$ cat src/rtl/fetch_queue_if.sv
// Bundle of the memory-side request/response signals, the redirect inputs and the
// decode-side valid/ready handshake used by the instruction prefetch queue.
// The master modport is the prefetch queue. The slave modport is the surrounding
// system, which is the memory plus the branch unit plus the decode stage.
interface fetch_queue_if #(
  parameter int DEPTH = 4
);
  localparam int CW = $clog2(DEPTH) + 1;

  logic          mem_en;
  logic [31:0]   mem_addr;
  logic [31:0]   mem_data_in;
  logic          redirect_valid;
  logic [31:0]   redirect_pc;
  logic          instr_valid;
  logic [31:0]   instr_out;
  logic [31:0]   instr_pc;
  logic          instr_ready;
  logic [CW-1:0] count;

  modport master (
    output mem_en,
    output mem_addr,
    input  mem_data_in,
    input  redirect_valid,
    input  redirect_pc,
    output instr_valid,
    output instr_out,
    output instr_pc,
    input  instr_ready,
    output count
  );

  modport slave (
    input  mem_en,
    input  mem_addr,
    output mem_data_in,
    output redirect_valid,
    output redirect_pc,
    input  instr_valid,
    input  instr_out,
    input  instr_pc,
    output instr_ready,
    input  count
  );
endinterface

$ cat src/rtl/fetch_queue.sv
// Instruction prefetch queue sitting between main memory and the IF/ID stage.
// It issues sequential word fetches with a fixed one-cycle memory latency.
// Returned words are buffered together with their PCs in a small circular queue.
// Entries are handed to decode over a valid/ready handshake.
// A redirect flushes the queue, drops any response still in flight, and restarts
// fetching at the new word-aligned PC.
// The fetch engine only issues when a free slot is guaranteed for the response.
// It counts buffered entries plus the outstanding request, and takes no credit
// for a pop in the same cycle. As a result the queue can never overflow.
module fetch_queue #(
  parameter int          DEPTH    = 4,
  parameter logic [31:0] RESET_PC = 32'h0000_0000
) (
  input logic           clk,
  input logic           reset,
  fetch_queue_if.master bus
);

  localparam int PW = $clog2(DEPTH);
  localparam int CW = PW + 1;
  localparam logic [CW:0]   LP_DEPTH   = (CW+1)'(DEPTH);
  localparam logic [CW-1:0] LP_CNT_ONE = CW'(1);
  localparam logic [PW-1:0] LP_PTR_ONE = PW'(1);

  logic [31:0]   r_fetchPc;
  logic [31:0]   r_respPc;
  logic          r_inflight;
  logic [PW-1:0] r_rdPtr;
  logic [PW-1:0] r_wrPtr;
  logic [CW-1:0] r_count;
  logic [31:0]   r_instrMem [DEPTH];
  logic [31:0]   r_pcMem    [DEPTH];

  logic [CW:0]   w_occupancy;
  logic          w_memEn;
  logic          w_instrValid;
  logic          w_push;
  logic          w_pop;
  logic [31:0]   w_redirectPc;

  // The outstanding request counts against capacity exactly like a stored entry.
  assign w_occupancy  = {1'b0, r_count} + {{CW{1'b0}}, r_inflight};

  // Issue only when a free slot is guaranteed. Reset low and redirect cycles never issue.
  assign w_memEn      = reset & ~bus.redirect_valid & (w_occupancy < LP_DEPTH);

  // A redirect hides the head so that decode cannot consume a stale instruction.
  assign w_instrValid = (r_count != '0) & ~bus.redirect_valid;

  assign w_push       = r_inflight;
  assign w_pop        = w_instrValid & bus.instr_ready;
  assign w_redirectPc = bus.redirect_pc & ~32'h0000_0003;

  assign bus.mem_en      = w_memEn;
  assign bus.mem_addr    = reset ? r_fetchPc : 32'h0000_0000;
  assign bus.instr_valid = w_instrValid;
  assign bus.instr_out   = r_instrMem[r_rdPtr];
  assign bus.instr_pc    = r_pcMem[r_rdPtr];
  assign bus.count       = r_count;

  // Control state: fetch PC, the in-flight tracker, the queue pointers and the occupancy count.
  always_ff @(posedge clk or negedge reset) begin
    if (!reset) begin
      r_fetchPc  <= RESET_PC;
      r_respPc   <= 32'h0000_0000;
      r_inflight <= 1'b0;
      r_rdPtr    <= '0;
      r_wrPtr    <= '0;
      r_count    <= '0;
    end else if (bus.redirect_valid) begin
      r_fetchPc  <= w_redirectPc;
      r_inflight <= 1'b0;
      r_rdPtr    <= '0;
      r_wrPtr    <= '0;
      r_count    <= '0;
    end else begin
      r_inflight <= w_memEn;
      r_respPc   <= r_fetchPc;
      if (w_memEn) begin
        r_fetchPc <= r_fetchPc + 32'd4;
      end
      if (w_push) begin
        r_wrPtr <= r_wrPtr + LP_PTR_ONE;
      end
      if (w_pop) begin
        r_rdPtr <= r_rdPtr + LP_PTR_ONE;
      end
      case ({w_push, w_pop})
        2'b10:   r_count <= r_count + LP_CNT_ONE;
        2'b01:   r_count <= r_count - LP_CNT_ONE;
        default: r_count <= r_count;
      endcase
    end
  end

  // Queue storage: write the returning word and its PC unless a redirect is killing it.
  always_ff @(posedge clk or negedge reset) begin
    if (!reset) begin
      for (int i = 0; i < DEPTH; i++) begin
        r_instrMem[i] <= 32'h0000_0000;
        r_pcMem[i]    <= 32'h0000_0000;
      end
    end else if (w_push && !bus.redirect_valid) begin
      r_instrMem[r_wrPtr] <= bus.mem_data_in;
      r_pcMem[r_wrPtr]    <= r_respPc;
    end
  end

endmodule

$ cat src/flat_wrapper.sv
// flat-port wrapper written by rule: the top's interface ports become plain ports
module fetch_queue_flat 
#(
  parameter int          DEPTH    = 4,
  parameter logic [31:0] RESET_PC = 32'h0000_0000
)
  (clk, reset, bus_mem_en, bus_mem_addr, bus_mem_data_in, bus_redirect_valid, bus_redirect_pc, bus_instr_valid, bus_instr_out, bus_instr_pc, bus_instr_ready, bus_count);
  fetch_queue_if #(.DEPTH(DEPTH)) bus_i ();
  input logic clk;
  input logic reset;
  output wire logic [$bits(bus_i.mem_en)-1:0] bus_mem_en;
  output wire logic [$bits(bus_i.mem_addr)-1:0] bus_mem_addr;
  input wire logic [$bits(bus_i.mem_data_in)-1:0] bus_mem_data_in;
  input wire logic [$bits(bus_i.redirect_valid)-1:0] bus_redirect_valid;
  input wire logic [$bits(bus_i.redirect_pc)-1:0] bus_redirect_pc;
  output wire logic [$bits(bus_i.instr_valid)-1:0] bus_instr_valid;
  output wire logic [$bits(bus_i.instr_out)-1:0] bus_instr_out;
  output wire logic [$bits(bus_i.instr_pc)-1:0] bus_instr_pc;
  input wire logic [$bits(bus_i.instr_ready)-1:0] bus_instr_ready;
  output wire logic [$bits(bus_i.count)-1:0] bus_count;
  assign bus_mem_en = bus_i.mem_en;
  assign bus_mem_addr = bus_i.mem_addr;
  assign bus_i.mem_data_in = bus_mem_data_in;
  assign bus_i.redirect_valid = bus_redirect_valid;
  assign bus_i.redirect_pc = bus_redirect_pc;
  assign bus_instr_valid = bus_i.instr_valid;
  assign bus_instr_out = bus_i.instr_out;
  assign bus_instr_pc = bus_i.instr_pc;
  assign bus_i.instr_ready = bus_instr_ready;
  assign bus_count = bus_i.count;
  fetch_queue #(.DEPTH(DEPTH), .RESET_PC(RESET_PC)) u_core (.clk(clk), .reset(reset), .bus(bus_i));
endmodule
$ cat config.mk
export PLATFORM = sky130hd
export DESIGN_NAME = fetch_queue_flat
export DESIGN_NICKNAME = d
export VERILOG_FILES = /design/src/rtl/fetch_queue_if.sv /design/src/rtl/fetch_queue.sv /design/src/flat_wrapper.sv
export SDC_FILE = /design/constraint.sdc
export NUM_CORES = 1
export LEC_CHECK = 0
export CAP_MARGIN = 20
export CORE_ASPECT_RATIO = 1.2
export CORE_UTILIZATION = 30
export CTS_BUF_LIST = sky130_fd_sc_hd__clkbuf_8
export DETAILED_ROUTE_END_ITERATION = 10
export DONT_BUFFER_PORTS = 1
export GPL_ROUTABILITY_DRIVEN = 0
export GPL_TIMING_DRIVEN = 0
export SLEW_MARGIN = 20
export SYNTH_ARGS = -nofsm -noshare
export SYNTH_HDL_FRONTEND = slang
export SYNTH_SLANG_ARGS = --single-unit
$ cat constraint.sdc
create_clock -name clk -period 2.2 [get_ports clk]
set_input_delay 0.44 -clock clk [delete_from_list [all_inputs] [get_ports clk]]
set_output_delay 0.44 -clock clk [all_outputs]
set_load 0.005 [all_outputs]
==> metrics.yaml, run 1 <==
syn2layout_area_growth_pct: 21.4
maxSlewViolCount: 0
cts_buffers: 55
rows: 87
drive_above_1_share: 0.447
place_worst_setup_slack_ps: -509
crit_fanout: 320
antennaDiodeCount: 0
postSynthCellCount: 956
htreeDepth: 2
final_nets: 1169
rsz0062_at_grt: "yes"
antenna_found_initial: 0
clk_latency_ps: 640
finalClockSkew_ps: 45.7
violations: "negative hold slack, negative setup slack"
async_flop_share: 1.00
vias: 8533
status: "finished, violations left"
drc: 0
fin_tns_setup_ps: -10340
ant_nets: 0
synth-main-ff-cell: "dfrtp_1"
detail_route.vias_per_cell: 4.85
cap_viol_max_count: 0
dr.pass1.iters: 4
grt_usage: 0.154
hold_buffers: 61
switching_share: 0.288
floorplan.initialDensity: 0.303
finalCritPeriodShare: 1.11
fmax_mhz: 409
synth_seq_area_share: 0.556
wl_um: 36400
placed_cells: 1582
grt_pass1_vias: 9267
core_mm2: 0.0469
fin_crit_ps: 2450
final_util: 0.368
synth.ff_latch_count: 316
power_switching_mw: 5.37
power_frac_seq: 0.441
root_buffer: "clkbuf_8"
worstSetupEndpointType: "output port"
finalNonFillerCells: 1761
wire_per_inst_um: 20.7
yosysUniqueCellTypes: 51
synth_most_common_cell: "dfrtp_1"
avgSynthCellArea_um2: 14.9
final-hold-violation-count: 316
setup_viol: 83
grt.overflow.total: 0
cts_buffer_depth: 3
yosysTopAreaCellShare: 0.556
fin_ws_ps: -246
cp_data_required_time_ps: 1760
yosysTopAreaCell: "dfrtp_1"
cp-start-kind: "input pin"
portBuffers: 0
hold_slack_ps: -475
synth_warnings: 0
p_leak_nw: 7.67
grt_first_pass_wirelength_um: 56500
synth_area_mm2: 0.0142
yosys-top-cells-count: "316 x dfrtp_1, 273 x mux2_2, 62 x mux4_2"
die_x_um: 201
cp.arrival_ps: 2010
die_h_um: 241
grt_start_max_net_pins: 321
power_density_mw_per_mm2: 1080
p_comb_frac: 0.260
first_iter_violations: 359
synth_area_leaders: "dfrtp_1 56%, mux2_2 22%, mux4_2 9.8%"
worst_pin_slew_ps: 1300
die_area_mm2: 0.0483
clk_pin_slew_ps: 60
slew_headroom: 0.131
io_pins: 169
cts_tree: "done"
worst-setup-path-type: "in2out"
dpl.hpwl_um: 24000
clkPwrFrac: 0.299
synth_enable_flop_cells: 0
intPower_mw: 13.3
ir_worst_vdd_uv: 506
hold_class: "in2async"
clkSinkCount: 316
logic make-up after synthesis:
logic type | Yosys count | share of synthesized area
muxes | 341 | 0.318
DFF | 316 | 0.556
and+or+nand+nor | 151 | 0.0597
buffers and inverters | 71 | 0.0247
AOI/OAI and AO/OA | 42 | 0.0185
xor gates and xnor gates | 28 | 0.0172
adders and majority gates | 6 | 0.00580
other | 1 | 0.000263
cell usage in the layout, fill, tap and decap left out, types with 7 or more instances in the layout:
cell type        n
mux2_2         273
dfrtp_1        311
buf_4           21
buf_2           23
nand3_1         13
clkbuf_1        11
o21ai_0         22
nor3_1           9
nor2_1          19
xnor2_1         21
mux4_2          62
nand2_1         40
dlygate4sd3_1   61
and2_1          30
xor2_1           7
clkbuf_8        74
nand4_1          7
inv_1           28
state kept, by name, indices dropped and copies added (netlist names):
register	cells
u_core.r_fetchPc	30
u_core.r_pcMem	120
u_core.r_rdPtr	2
u_core.r_inflight	1
u_core.r_instrMem	128
u_core.r_wrPtr	2
u_core.bus.count	3
u_core.r_respPc	30
area by class of cell:
cell class | instances | area, µm²
timing repair buffer | 81 | 848
clock buffer | 73 | 1000
clock inverter | 27 | 163
fill | 4499 | 29600
sequential | 316 | 7920
inverter | 10 | 42.5
buffer | 59 | 455
tap | 623 | 779
multi-input combinational | 572 | 6070
worst max-delay path, stage by stage:
cell and delay [ps]:
nor3b_4 530, buf_6 140, nand2_8 80, clkinv_4 50
buf_6 130
power by group through the flow:
| stage | logic [mW] | registers (mW) | clock network [mW] |
|---|---|---|---|
| after floorplan | 3.35 | 7.94 | 0 |
| after global placement | 4.28 | 8.17 | 0 |
| after detailed placement | 4.40 | 8.28 | 0 |
| after CTS | 4.94 | 8.22 | 5.81 |
| after global routing | 5.23 | 8.43 | 6.08 |
| final | 4.84 | 8.23 | 5.57 |
metal layers:
metal / share of wire / global-route usage / vias up
li1: - / - / 3772
met1: 0.42 / 0.187 / 4476
met2: 0.50 / 0.264 / 228
met3: 0.057 / 0.0408 / 57
met4: 0.023 / 0.0544 / 0
met5: 0 / 0 / -
stage by stage:
stage / instance area (µm²) / total power, mW
floorplan: 14200 / 11.3
global placement: 15000 / 12.5
detailed placement: 15000 / 12.7
CTS: 17200 / 19.0
global route: 17300 / 19.7
finish: 17300 / 18.6
final timing paths:
check,start,depth (start not counted),slack (ps),endpoint
max,reset,5,-250,bus_mem_en
min,reset,0,-480,u_core.r_instrMem[29]$_DFFE_PN0P_
max reg2reg,u_core.r_inflight$_DFF_PN0_,6,130,u_core.r_instrMem[89]$_DFFE_PN0P_
min reg2reg,u_core.r_instrMem[54]$_DFFE_PN0P_,1,500,u_core.r_instrMem[54]$_DFFE_PN0P_
max in group asynchronous,reset,0,1530,u_core.r_rdPtr[0]$_DFFE_PN0P_
min in group clk,bus_instr_ready,3,80,u_core.bus.count[1]$_DFFE_PN0P_
what timing repair did:
| action | in CTS | in global routing |
|---|---|---|
| setup endpoints to repair | 159 | 66 |
| setup buffers | 13 | 3 |
| gates resized for setup | 66 | 6 |
| hold endpoints to repair | 473 | 316 |
| pin swaps | 2 | 1 |
| gates cloned | 3 | 1 |
No activity file was read; power rests on OpenSTA's default activity.
==> inputs of run 2 (changes only) <==
--- a/config.mk
+++ b/config.mk
@@ -12,7 +12,7 @@
 export DETAILED_ROUTE_END_ITERATION = 10
 export DONT_BUFFER_PORTS = 1
 export GPL_ROUTABILITY_DRIVEN = 0
-export GPL_TIMING_DRIVEN = 0
+export GPL_TIMING_DRIVEN = 1
 export SLEW_MARGIN = 20
 export SYNTH_ARGS = -nofsm -noshare
 export SYNTH_HDL_FRONTEND = slang
==> constraint.sdc (replaced) <==
create_clock -name clk -period 2.3 [get_ports clk]
set_input_delay 0.46 -clock clk [delete_from_list [all_inputs] [get_ports clk]]
set_output_delay 0.46 -clock clk [all_outputs]
set_load 0.005 [all_outputs]
==> run 2 against run 1 <==
Clock-buffer cell count decreased by 7. Clock power decreased by 6.3%. Register-to-register slack about the same. Combinational power decreased by 12%. Critical path depth decreased by 3. The flow still finishes with violations (negative hold slack, negative setup slack). Utilization decreased by 0.38 points. Worst hold slack improved by 17 ps. Total power decreased by 7.0%. Final cell count decreased by 1.5%. Sequential power decreased by 4.5%.
==> metrics.yaml, run 2 (synthesis results as in run 1) <==
cts_buffer_depth: 3
detail_route.vias_per_cell: 4.84
wire_per_inst_um: 19.8
cp_data_required_time_ps: 1840
cts_tree: "done"
r2r_setup_slack_ps: 120
finalCritPeriodShare: 1.06
cap_viol_max_count: 0
die_h_um: 241
floorplan.initialDensity: 0.303
rows: 87
timing.rr.start: "u_core.r_inflight$_DFF_PN0_"
place_area_mm2: 0.0151
htreeDepth: 2
fin_ws_ps: -146
grt_start_max_net_pins: 348
ant_nets: 0
ir_worst_vdd_uv: 426
die_x_um: 201
clkSinkCount: 316
final-hold-violation-count: 316
final_nets: 1139
largest-register: "u_core.r_instrMem"
violations: "negative hold slack, negative setup slack"
status: "finished, violations left"
fin_tns_setup_ps: -6600
place_worst_setup_slack_ps: 92.5
grt_pass1_vias: 9119
finalClockSkew_ps: 39.9
final_util: 0.364
fmax_mhz: 409
grt_usage: 0.144
clk_pin_slew_ps: 60
p_total_mw: 17.3
syn2layout_area_growth_pct: 20.1
cts_buffers: 54
antenna_found_initial: 0
worst-setup-path-type: "reg2out"
crit_fanout: 27
first_iter_violations: 188
final_cell_mix: "310 x dfrtp_1, 273 x mux2_2, 66 x clkbuf_8"
core_mm2: 0.0469
placed_cells: 1554
grt_first_pass_wirelength_um: 53600
final_common_cell: "dfrtp_1"
worstSetupEndpointType: "output port"
grt.overflow.total: 0
p_leak_nw: 7.67
die_area_mm2: 0.0483
largest_reg_flops: 128
worst_pin_slew_ps: 717
portBuffers: 0
io_pins: 169
cp.arrival_ps: 1990
vias: 8384
dr.pass1.iters: 4
root_buffer: "clkbuf_8"
power_density_mw_per_mm2: 1010
fin_area_mm2: 0.0171
reg2reg_depth: 6
drc: 0
hold_slack_ps: -458
maxSlewViolCount: 0
rsz0062_at_grt: "yes"
fin_crit_ps: 2450
cp-start-kind: "flop"
setup_viol: 61
drive_above_1_share: 0.438
hold_buffers: 63
wl_um: 34300
finalNonFillerCells: 1734
slew_headroom: 0.521
hold_class: "in2async"
top_regs: "u_core.r_instrMem (128), u_core.r_pcMem (120)"
r2r_end: "u_core.bus.count[1]$_DFFE_PN0P_"
dpl.hpwl_um: 21000
clk_latency_ps: 650
==> run 2: cell count changes in the layout (fill, tap and decap cells not counted), moves of 2 or more <==
cell / before / now
buf_12: 6 / 11
buf_2: 23 / 0
buf_4: 21 / 33
buf_6: 5 / 2
clkbuf_1: 11 / 0
clkbuf_2: 2 / 0
clkbuf_4: 3 / 0
clkbuf_8: 74 / 66
clkinv_2: 2 / 5
inv_1: 28 / 33
nand2_2: 4 / 0
nand2_4: 0 / 4
==> run 2: where the power goes <==
part	internal, mW	switching, mW
clock network	2.83	2.39
registers	6.99	0.868
logic	2.57	1.70
total	12.4	4.96
==> run 2: worst max path at each step <==
stage / startpoint / to / slack (ps) / cells past startpoint
2_1_floorplan: bus_redirect_valid / u_core.bus.count[2]$_DFFE_PN0P_ / 110 / 8
3_3_place_gp: u_core.r_inflight$_DFF_PN0_ / u_core.r_instrMem[124]$_DFFE_PN0P_ / 130 / 4
3_5_place_dp: u_core.r_inflight$_DFF_PN0_ / u_core.r_instrMem[93]$_DFFE_PN0P_ / 90 / 4
4_1_cts: u_core.r_rdPtr[0]$_DFFE_PN0P_ / bus_instr_pc[6] / -250 / 2
5_1_grt: u_core.r_rdPtr[0]$_DFFE_PN0P_ / bus_instr_pc[8] / -250 / 2
6_report: u_core.r_rdPtr[0]$_DFFE_PN0P_ / bus_instr_pc[6] / -150 / 2
==> run 2: layer usage <==
metal	wire, µm	global-route usage
met1	14900	0.179
met2	16900	0.243
met3	1780	0.0382
met5	0	0
met4	763	0.0463
==> run 2: area by class of cell <==
cell class	count	area, µm²
multi-input combinational	572	6040
antenna	1	2.50
timing repair buffer	111	1190
clock buffer	66	908
clock inverter	35	218
inverter	10	37.5
sequential	316	7920
fill	4507	29800
tap	623	779
==> run 2: worst max-delay path, cell delays in order (launching register included) <==
cell	delay [ps]
dfrtp_4	470
buf_16	240
mux4_2	600
==> run 2: timing repair <==
action,CTS,global route
endpoints found under the hold margin,510,316
gates resized for setup,8,7
pin swaps,1,1
setup endpoints to repair,63,63
setup buffers,10,4
gates cloned,0,1
==> inputs of run 3 (changes only) <==
--- a/config.mk
+++ b/config.mk
@@ -11,7 +11,6 @@
 export CTS_BUF_LIST = sky130_fd_sc_hd__clkbuf_8
 export DETAILED_ROUTE_END_ITERATION = 10
 export DONT_BUFFER_PORTS = 1
-export GPL_ROUTABILITY_DRIVEN = 0
 export GPL_TIMING_DRIVEN = 1
 export SLEW_MARGIN = 20
 export SYNTH_ARGS = -nofsm -noshare
==> constraint.sdc (replaced) <==
create_clock -name clk -period 2.3 [get_ports clk]
set_input_delay 0.46 -clock clk [delete_from_list [all_inputs] [get_ports clk]]
set_output_delay 0.46 -clock clk [all_outputs]
set_load 0.02 [all_outputs]
==> run 3 against run 2 <==
The run still ends with negative hold slack, negative setup slack left. Worst setup slack lost 66 ps. Critical path depth did not move. Worst hold slack got worse by 4.3 ps. First-iteration DRC count rose by 28%. Die area unchanged. Highest routed layer unchanged. Critical endpoint is now bus_instr_pc[4]. Clock-buffer cell count grew 2. Register-to-register slack better by 150 ps.
==> metrics.yaml, run 3 (synthesis results as in run 1) <==
status: "finished, violations left"
violations: "negative hold slack, negative setup slack"
hold_buffers: 63
antenna_found_initial: 0
dr_wl_met2_um: 16900
fin_tns_setup_ps: -10390
timing.critical_path.buf_inv: 1
worstSetupEndpointType: "output port"
finalClockSkew_ps: 18.4
cpLargestDelayFamily: "multiplexers"
die_h_um: 241
final_cell_mix: "313 x dfrtp_1, 273 x mux2_2, 68 x clkbuf_8"
rsz0062_at_grt: "yes"
clk_pin_slew_ps: 60
finalCritPeriodShare: 1.09
grt_start_max_net_pins: 348
hold_class: "in2async"
power_density_mw_per_mm2: 1090
largest-register: "u_core.r_instrMem"
cts_buffers: 56
maxSlewViolCount: 0
final-hold-violation-count: 316
fmax_mhz: 398
antennaDiodeCount: 0
first_iter_violations: 240
root_buffer: "clkbuf_8"
fin_ws_ps: -212
die_x_um: 201
drt-met1-wl_um: 15000
top_regs: "u_core.r_instrMem (128), u_core.r_pcMem (120)"
crit_slowest_cell: "mux4_2"
final_common_cell: "dfrtp_1"
wl_um: 34700
syn2layout_area_growth_pct: 20.6
multi_input_area_mm2: 0.00603
clk_latency_ps: 630
crit_fanout: 24
worst_pin_slew_ps: 730
regArea_mm2: 0.00792
cp_data_required_time_ps: 1840
filler_cell_count: 4517
grt_first_pass_wirelength_um: 54400
ant_nets: 0
dpl.hpwl_um: 20900
drive_above_1_share: 0.440
dr_wl_met3_um: 1740
floorplan.initialDensity: 0.303
core_mm2: 0.0469
grt.overflow.total: 0
cp.arrival_ps: 2050
cts_buffer_depth: 3
cp-start-kind: "flop"
slowest_delay_ps: 650
clkSinkCount: 316
drc: 0
highest_layer: "met4"
p_leak_nw: 7.69
cap_viol_max_count: 0
fin_crit_ps: 2510
rows: 87
portBuffers: 0
slew_headroom: 0.512
io_pins: 169
grt_pass1_vias: 9070
grt_usage: 0.147
dr.pass1.iters: 7
worstPathCellList: "buf_16, mux4_2"
hold_slack_ps: -462
final_nets: 1143
die_area_mm2: 0.0483
cts_tree: "done"
final_util: 0.366
ir_worst_vdd_uv: 406
detail_route.vias_per_cell: 4.82
largest_reg_flops: 128
routabilityCongestion: 0.754
worst-setup-path-type: "reg2out"
wire_per_inst_um: 20.1
vias: 8345
setup_viol: 62
htreeDepth: 2
## run 3: layout make-up
cell class / count / area share
Inverter: 10 / 0.00219
Clock inverter: 28 / 0.0134
Timing Repair Buffer: 113 / 0.0723
Sequential cell: 316 / 0.461
Clock buffer: 68 / 0.0545
Tap cell: 623 / 0.0454
Multi-Input combinational cell: 572 / 0.351
## run 3: path summary, 6_finish.rpt
kind                                                    from                                  to  slack (ps)  cells past startpoint
hold / removal                                         reset  u_core.r_instrMem[122]$_DFFE_PN0P_        -460                      0
setup / recovery               u_core.r_rdPtr[0]$_DFFE_PN0P_                     bus_instr_pc[4]        -210                      2
hold reg to reg            u_core.r_instrMem[50]$_DFFE_PN0P_   u_core.r_instrMem[50]$_DFFE_PN0P_         500                      1
max in group asynchronous                              reset      u_core.r_respPc[2]$_DFFE_PN0N_        2290                      0
min in group clk                          bus_redirect_valid     u_core.r_respPc[30]$_DFFE_PN0N_          80                      2
setup reg to reg            u_core.r_fetchPc[10]$_DFFE_PN0P_    u_core.r_fetchPc[24]$_DFFE_PN0P_         270                      5
## run 3: power by group
group / total (mW) / internal (mW) / leakage, nW / switching (mW)
Combinational: 5.35 / 2.67 / 2.95 / 2.68
Sequential: 7.82 / 6.99 / 4.08 / 0.831
Clock: 5.47 / 3.10 / 0.654 / 2.37
Total: 18.6 / 12.8 / 7.69 / 5.89
## run 3: per-layer routing
| metal | track usage | up-vias |
|---|---|---|
| li1 | - | 3732 |
| met1 | 0.184 | 4344 |
| met5 | 0 | - |
| met4 | 0.0534 | 0 |
| met2 | 0.245 | 205 |
| met3 | 0.0369 | 64 |
## run 3: worst register-to-register path, cell delays in order, from the launching register on
cell     delay (ps)
dfrtp_1         510
nand4_4         190
or3_1           610
nor4_4          370
xnor2_1         150
o21ai_1          70
## run 3: metrics by stage
step	worst slack [ps]	hold WS, ps	power (mW)	instances	instance area [µm²]
final	-212	-462	18.6	1730	17200
after global routing	-343	-537	19.7	1730	17200
after CTS	-331	-549	19.0	1727	17100
after detailed placement	282	172	13.0	1558	15200
after global placement	317	172	12.8	1558	15200
after floorplan	39.0	164	11.8	959	14200
## run 3: timing repair
action                     4_1_cts  5_1_grt
setup buffers                    9        2
hold endpoints to repair       510      316
cloned                           1        1
resized for setup               10        1
setup endpoints to repair       63       62
pin swaps                        1        0
==> RTL edit, RTL diff (config.mk and constraints of run 2) <==
`DEPTH` is set to 4 in 3 places; all go to 2.
--- a/src/rtl/fetch_queue_if.sv
+++ b/src/rtl/fetch_queue_if.sv
@@ -3,7 +3,7 @@
 // The master modport is the prefetch queue. The slave modport is the surrounding
 // system, which is the memory plus the branch unit plus the decode stage.
 interface fetch_queue_if #(
-  parameter int DEPTH = 4
+  parameter int DEPTH = 2
 );
   localparam int CW = $clog2(DEPTH) + 1;
 
--- a/src/rtl/fetch_queue.sv
+++ b/src/rtl/fetch_queue.sv
@@ -8,7 +8,7 @@
 // It counts buffered entries plus the outstanding request, and takes no credit
 // for a pop in the same cycle. As a result the queue can never overflow.
 module fetch_queue #(
-  parameter int          DEPTH    = 4,
+  parameter int          DEPTH    = 2,
   parameter logic [31:0] RESET_PC = 32'h0000_0000
 ) (
   input logic           clk,
--- a/src/flat_wrapper.sv
+++ b/src/flat_wrapper.sv
@@ -1,7 +1,7 @@
 // flat-port wrapper written by rule: the top's interface ports become plain ports
 module fetch_queue_flat 
 #(
-  parameter int          DEPTH    = 4,
+  parameter int          DEPTH    = 2,
   parameter logic [31:0] RESET_PC = 32'h0000_0000
 )
   (clk, reset, bus_mem_en, bus_mem_addr, bus_mem_data_in, bus_redirect_valid, bus_redirect_pc, bus_instr_valid, bus_instr_out, bus_instr_pc, bus_instr_ready, bus_count);
Interface: changed (resized bus_count); port bits go from 169 to 168. The function was not compared with the original's and may differ.
==> RTL edit against run 2 <==
  * The run ends with negative hold slack left
  * Critical path depth did not move
  * Area after synthesis fell by 38%
  * Sequential power fell by 42%
  * Sequential cell count fell by 127
  * Worst setup slack improved by 0.28 ns
  * Power fell by 51%
  * Routed wire length fell by 41%
  * Design area fell by 43%
  * Maximum frequency rose by 13%
  * Critical path type unchanged
  * Largest cell class unchanged
==> RTL edit: results (changes against run 2) <==
Power and ir drop
  • Clk pwr: 2.45 mW (-53%)
  • Reg power frac: 53.0% (+7.7 points)

Setup path
  • Max stage delay cell, worst path: dfrtp_4

Finish
  • Signal inverters: 6 (-4)
  • Core Util, Final: 34.0% (-2.4 points)
  • Diodes inserted: 0 (-1)
  • Sequential Area: 0.00473 sq mm (-40%)
  • Multi-input logic area: 0.00381 sq mm (-37%)

Placed design
  • Post-DP Area: 0.00928 sq mm (-39%)
  • DP Worst Slack: 0.302 ns (+0.209 ns)

Synth
  • Xor and xnor area share after synthesis: 1.20% (-0.52 points)
  • Mux cell area share after synthesis: 26.9% (-5.0 points)

Clock network
  • Clk sinks: 189 (-40%)
  • Bufs on Longest Clock Path: 2 (-1)

Timing
  • Min Tclk post-route: 2.17 ns (-0.280 ns)
  • Hold slack: -0.335 ns (+0.123 ns)
  • Final Hold Vio Count: 189 (-40%)

GRT
  • Vias in the first global route: 5322 (-42%)
  • Met3 Usage GRT: 4.99% (+1.2 points)
  • M2 GR Usage: 22.3% (-2.0 points)

Detailed routing
  • Vias per Instance: 4.95 (+2.4%)
  • WL met1: 8.90 mm (-40%)
  • Number of DRC markers in iteration 0: 243 (+29%)

Outcome
  • Status: finished, violations left
  • Failing checks: negative hold slack
==> RTL edit: cell types whose count changed after synthesis, sizes merged, moves of 10 or more <==
| cell | before | now |
|---|---|---|
| xnor2 | 21 | 6 |
| nand2 | 45 | 29 |
| mux4 | 62 | 0 |
| mux2 | 273 | 208 |
| or4 | 1 | 16 |
| o31ai | 1 | 14 |
| clkbuf | 20 | 30 |
| buf | 40 | 17 |
| dfrtp | 316 | 189 |
| a31oi | 1 | 17 |
==> RTL edit: worst max-delay path by stage <==
| stage | start | endpoint | cells after the start |
|---|---|---|---|
| final | u_core.r_rdPtr | bus_instr_pc[4] | 2 |
| after global routing | u_core.r_rdPtr | bus_instr_pc[4] | 2 |
| after CTS | u_core.r_rdPtr | bus_instr_pc[4] | 2 |
| after detailed placement | u_core.r_fetchPc[5] | u_core.r_fetchPc[27] | 4 |
| after global placement | u_core.r_fetchPc[5] | u_core.r_fetchPc[27] | 4 |
| after floorplan | bus_redirect_valid | u_core.r_instrMem[32] | 5 |
